==> src/rtl/async_pkg.sv <==
// Shared definitions for the clocked/async dual-rail link blocks (desync, sync).
// Rail encoding, link encoding names and the link FSM state type.
package async_pkg;

   localparam int RAIL_NUM = 2;

   localparam logic [15:0] ENC_TP = "TP";
   localparam logic [15:0] ENC_FP = "FP";

   typedef enum logic [1:0] {
      IDLE = 2'd0,
      SEND = 2'd1,
      RTZ  = 2'd2
   } state_t;

   // One dual-rail bit: rail[1] is the "one" rail, rail[0] the "zero" rail.
   typedef logic [RAIL_NUM-1:0] rail_t;

   localparam rail_t RAIL_ONE  = 2'b10;
   localparam rail_t RAIL_ZERO = 2'b01;

   function automatic rail_t encode_bit(input logic b);
      return b ? RAIL_ONE : RAIL_ZERO;
   endfunction

endpackage

==> src/rtl/sync_ff.sv <==
// Single-bit multi-flop synchronizer for signals arriving asynchronously to clk.
// Shared by the desync transmitter and the sync receiver.
module sync_ff #(
   parameter int STAGES = 2
) (
   input  logic clk,
   input  logic rst,
   input  logic d,
   output logic q
);

   (* ASYNC_REG = "TRUE" *) logic [STAGES-1:0] ff;

   always_ff @(posedge clk) begin
      if (rst) ff <= '0;
      else     ff <= {ff[STAGES-2:0], d};
   end

   assign q = ff[STAGES-1];

endmodule

==> src/rtl/desync.sv <==
// Clocked-to-async link transmitter: accepts words on valid/ready and drives them
// as dual-rail tokens (two-phase or four-phase RTZ), paced by the consumer's ack.
module desync
   import async_pkg::*;
#(
   parameter int WIDTH       = 8,
   parameter     ENC         = "TP",
   parameter int SYNC_STAGES = 2
) (
   input  logic                             clk,
   input  logic                             rst,
   input  logic                             valid_i,
   output logic                             ready_o,
   input  logic [WIDTH-1:0]                 in,
   input  logic                             ack_i,
   output logic [WIDTH-1:0][RAIL_NUM-1:0]   out,
   output logic                             err_o
);

   // Handshake: a word transfers on a rising clk edge where valid_i && ready_o;
   // the producer holds valid_i and in stable until then, ready_o is high only in IDLE.

   localparam bit IS_FP = (ENC == ENC_FP);

   if ((ENC != ENC_TP) && (ENC != ENC_FP)) begin : g_bad_enc
      $error("desync: ENC must be \"TP\" or \"FP\"");
   end
   if ((SYNC_STAGES < 2) || (SYNC_STAGES > 4)) begin : g_bad_sync
      $error("desync: SYNC_STAGES must be in 2..4");
   end

   typedef rail_t [WIDTH-1:0] dr_word_t;

   state_t   state, state_n;
   dr_word_t out_n;
   logic     phase, phase_n;
   logic     err_n;
   logic     ack_s, ack_q;

   sync_ff #(.STAGES(SYNC_STAGES)) u_ack_sync (
      .clk (clk),
      .rst (rst),
      .d   (ack_i),
      .q   (ack_s)
   );

   always_comb begin
      state_n = state;
      out_n   = out;
      phase_n = phase;
      err_n   = err_o;
      unique case (state)
         IDLE: begin
            // Ack must sit at its resting level while nothing is in flight.
            if (IS_FP ? ack_s : (ack_s != phase)) err_n = 1'b1;
            if (valid_i && ready_o) begin
               state_n = SEND;
               for (int i = 0; i < WIDTH; i++) begin
                  if (IS_FP) out_n[i] = encode_bit(in[i]);
                  else       out_n[i] = out[i] ^ encode_bit(in[i]);
               end
               if (!IS_FP) phase_n = ~phase;
            end
         end
         SEND: begin
            if (IS_FP) begin
               if (ack_s) begin
                  out_n   = '0;
                  state_n = RTZ;
               end else if (ack_q) begin
                  err_n = 1'b1;
               end
            end else if (ack_s == phase) begin
               state_n = IDLE;
            end
         end
         RTZ: begin
            if (!ack_s) state_n = IDLE;
         end
         default: state_n = IDLE;
      endcase
   end

   // All outputs come straight from flops; ready_o is precomputed from next state.
   always_ff @(posedge clk) begin
      if (rst) begin
         state   <= IDLE;
         out     <= '0;
         phase   <= 1'b0;
         ready_o <= 1'b1;
         err_o   <= 1'b0;
         ack_q   <= 1'b0;
      end else begin
         state   <= state_n;
         out     <= out_n;
         phase   <= phase_n;
         ready_o <= (state_n == IDLE);
         err_o   <= err_n;
         ack_q   <= ack_s;
      end
   end

endmodule

==> config.mk <==
export PLATFORM = sky130hd
export DESIGN_NAME = desync
export DESIGN_NICKNAME = d
export VERILOG_FILES = /design/src/rtl/async_pkg.sv /design/src/rtl/sync_ff.sv /design/src/rtl/desync.sv
export SDC_FILE = /design/constraint.sdc
export NUM_CORES = 1
export LEC_CHECK = 0
export CAP_MARGIN = 20
export CORE_UTILIZATION = 53
export DETAILED_ROUTE_END_ITERATION = 10
export DONT_BUFFER_PORTS = 1
export PLACE_DENSITY = 0.77
export SLEW_MARGIN = 20
export SYNTH_ARGS = -nofsm -noshare
export SYNTH_HDL_FRONTEND = slang
export SYNTH_SLANG_ARGS = --single-unit
==> constraint.sdc <==
create_clock -name clk -period 1.2 [get_ports clk]
set_input_delay 0.12 -clock clk [delete_from_list [all_inputs] [get_ports clk]]
set_output_delay 0.12 -clock clk [all_outputs]
set_load 0.02 [all_outputs]
==> results.yml <==
yosys:
  yosysWarnings: 0
  syn-cell-area_um2: 918
  yosysTopAreaCell: "dfxtp_1"
  synth_enable_flop_cells: 0
  ys_ff_latch: 23
  ys_seq_area_share_pct: 50.1
  yosysUniqueCellTypes: 20
  syn_avg_cell_area_um2: 8.92
  netlist.area_leader.share_pct: 50.1
  syn_nets: 115
  synthCells: 103
  async_reset_ff_share_pct: 0
  synth_area_leaders: "dfxtp_1 50%, or3_1 11%, a21oi_1 9.8%"
  synth_flop_cell: "dfxtp_1"
pwr:
  pwr-share-clk_pct: 23.8
  p_sw_share_pct: 28.2
  power_frac_comb_pct: 12.6
  irDropWorstVdd_mv: 0.953
  switchingPower_mw: 0.413
  leakage_nw: 0.398
  p_int_mw: 1.05
  power_density_mw_per_mm2: 1430
  pwr-share-seq_pct: 63.6
place:
  dp.cells: 119
  dp_hpwl_um: 1090
  port_buffers: 0
  post-place-ws_ns: -0.0509
  place_congestion: 0.699
status:
  status: "finished with violations"
  violations: "design-rule violations, negative hold slack, negative setup slack"
grt:
  overflow: 0
  first_global_vias: 644
  grt_pass1_wl_um: 2500
  antenna_found_initial: 0
  grtUsageTotal_pct: 17.2
  grt_max_degree: 24
worst_setup_path:
  cp_num_cells: 4
  reg2reg_slack_ns: -0.05
  crit_start: "state[0]"
  endpoint: "out[15]"
  reg2reg_from: "state[0]"
  worstRegToRegCells: 4
  reg2reg_to: "out[15]"
  start_kind: "register"
  path_class: "reg -> reg"
  cp.buffers_inverters: 1
  critPathArrivalTime_ns: 1.49
  end_kind: "register"
  required_ns: 1.45
  crit_path_cell_trace: "nand4bb_4, buf_4, or3_1, a21oi_2"
  cp_max_fo: 12
  cp_slowest_cell: "dfxtp_1"
  path_delay_family: "simple AND/OR/NAND/NOR gates"
  max_stage_delay_ns: 0.33
route:
  wirelength_um: 1560
  first_iter_violations: 14
  wl_per_cell_um: 12.5
  ant_nets: 0
  viasPerCell: 5.87
  drc: 3
  firstDrtPassIters: 7
  num_vias: 734
clock_tree:
  htree_levels: 1
  postCtsHoldBufs: 2
  clockBufferDepth: 2
  numClockSinks: 23
  cts.clk_slew.worst_paths_ns: 0.12
  cts_tree: "built"
  postCtsSetupBuffers: 0
  numCtsBuffers: 3
  insertion_delay_ns: 0.30
  cts-root-buf: "clkbuf_4"
sta:
  fmax_ghz: 0.803
  hold_violations: 20
  fin_crit_ns: 1.25
  timing.clock.skew_ns: 0.00254
  worst_slack_ns: -0.0460
  worstMarginPinSlew_ns: 0.263
  drv_slew: 0
  finalCritPeriodShare_pct: 104
  finalSetupViolations: 16
  grt_setup_unrepaired: "yes"
  slew_headroom_pct: 82.4
  hold_ws_ns: -0.135
job:
  maxCapViolations: 0
die:
  start_util_pct: 58.9
  ioPinCount: 30
  dieWidth_um: 43.6
  coreArea_mm2: 0.00156
  dieArea_mm2: 0.00190
  rows: 14
  die_y_um: 43.6
worst_hold_path:
  worstHoldPathType: "in -> reg"
final_layout:
  diodes: 0
  final_core_util_pct: 65.3
  final_cell_mix: "22 x dfxtp_1, 16 x o21ai_0, 16 x or3_1, 15 x a21oi_1, 8 x inv_1"
  final_common_cell: "dfxtp_1"
  instances_no_fill: 125
  area_growth_pct: 10.9
  nets: 122
  drive_gt1_share_pct: 14.7
[layout make-up]
class / instances / area [um2]
clock buffer: 3 / 22.5
fill: 134 / 541
timing repair buffer: 7 / 61.3
tap: 16 / 20.0
sequential: 23 / 462
multi-input combinational: 67 / 418
clock inverter: 1 / 5.00
inverter: 8 / 30.0
[state kept, by name (all words and copies together), names as in the netlist]
register / count
out: 16
state: 2
u_ack_sync.ff: 2
err_o: 1
phase: 1
ready_o: 1
[worst register-to-register path, cell delays in order, from the launching register on]
cell and delay (ns):
dfxtp_1 0.33, nand4bb_4 0.22, buf_4 0.18, or3_1 0.33, a21oi_2 0.13
[power by group through the flow]
stage               registers [mW]  clock network, mW  logic [mW]
finish                       0.929              0.347       0.185
global placement             0.945                  0       0.165
global route                 0.939              0.392       0.209
floorplan                    0.942                  0       0.142
detailed placement           0.948                  0       0.174
CTS                          0.931              0.358       0.181
[stage by stage]
step	TNS, ns	cell area [um2]	hold WS [ns]	total power, mW
after floorplan	0	920	0.192	1.08
after global placement	0	956	0.192	1.11
after detailed placement	-0.269	956	0.193	1.12
after CTS	-0.356	1010	-0.142	1.47
after global routing	-1.24	1020	-0.166	1.54
final	-0.410	1020	-0.135	1.46
[cell usage after synthesis, types with 3 or more instances]
cell      count
a21oi_1      18
clkbuf_1      3
dfxtp_1      23
inv_1         8
nor2_1        4
nor2b_1       3
o21ai_0      16
or3_1        16
[how the worst min path moves through the flow]
stage | from | end | slack, ns | depth (start not counted)
2_1_floorplan | rst | u_ack_sync.ff[0] | 0.19 | 1
3_3_place_gp | rst | out[7] | 0.19 | 1
3_5_place_dp | rst | out[4] | 0.19 | 1
4_1_cts | rst | out[4] | -0.14 | 1
5_1_grt | rst | out[13] | -0.17 | 1
6_report | rst | out[0] | -0.13 | 1
[cells by family (layout without fill, tap and decap cells)]
family / count (synthesis) / in the layout / share of synthesized area [%]
compound gates: 36 / 36 / 20.0
xor+xnor: 2 / 2 / 1.91
buf+inv: 13 / 19 / 5.58
flops: 23 / 23 / 50.1
simple gates: 29 / 29 / 22.3
[timing repair]
action	CTS	global route
cloned	0	0
resized for setup	1	3
setup endpoints to repair	16	16
endpoints found under the hold margin	23	21
[metal layers]
layer,GRT usage (%),share of wire [%],vias up
met5,0,0,-
met4,5.63,0.64,0
met3,6.25,7.2,2
met2,29.3,48,23
met1,20.0,44,336
li1,-,-,373
Power figures use the tool's default switching activity.
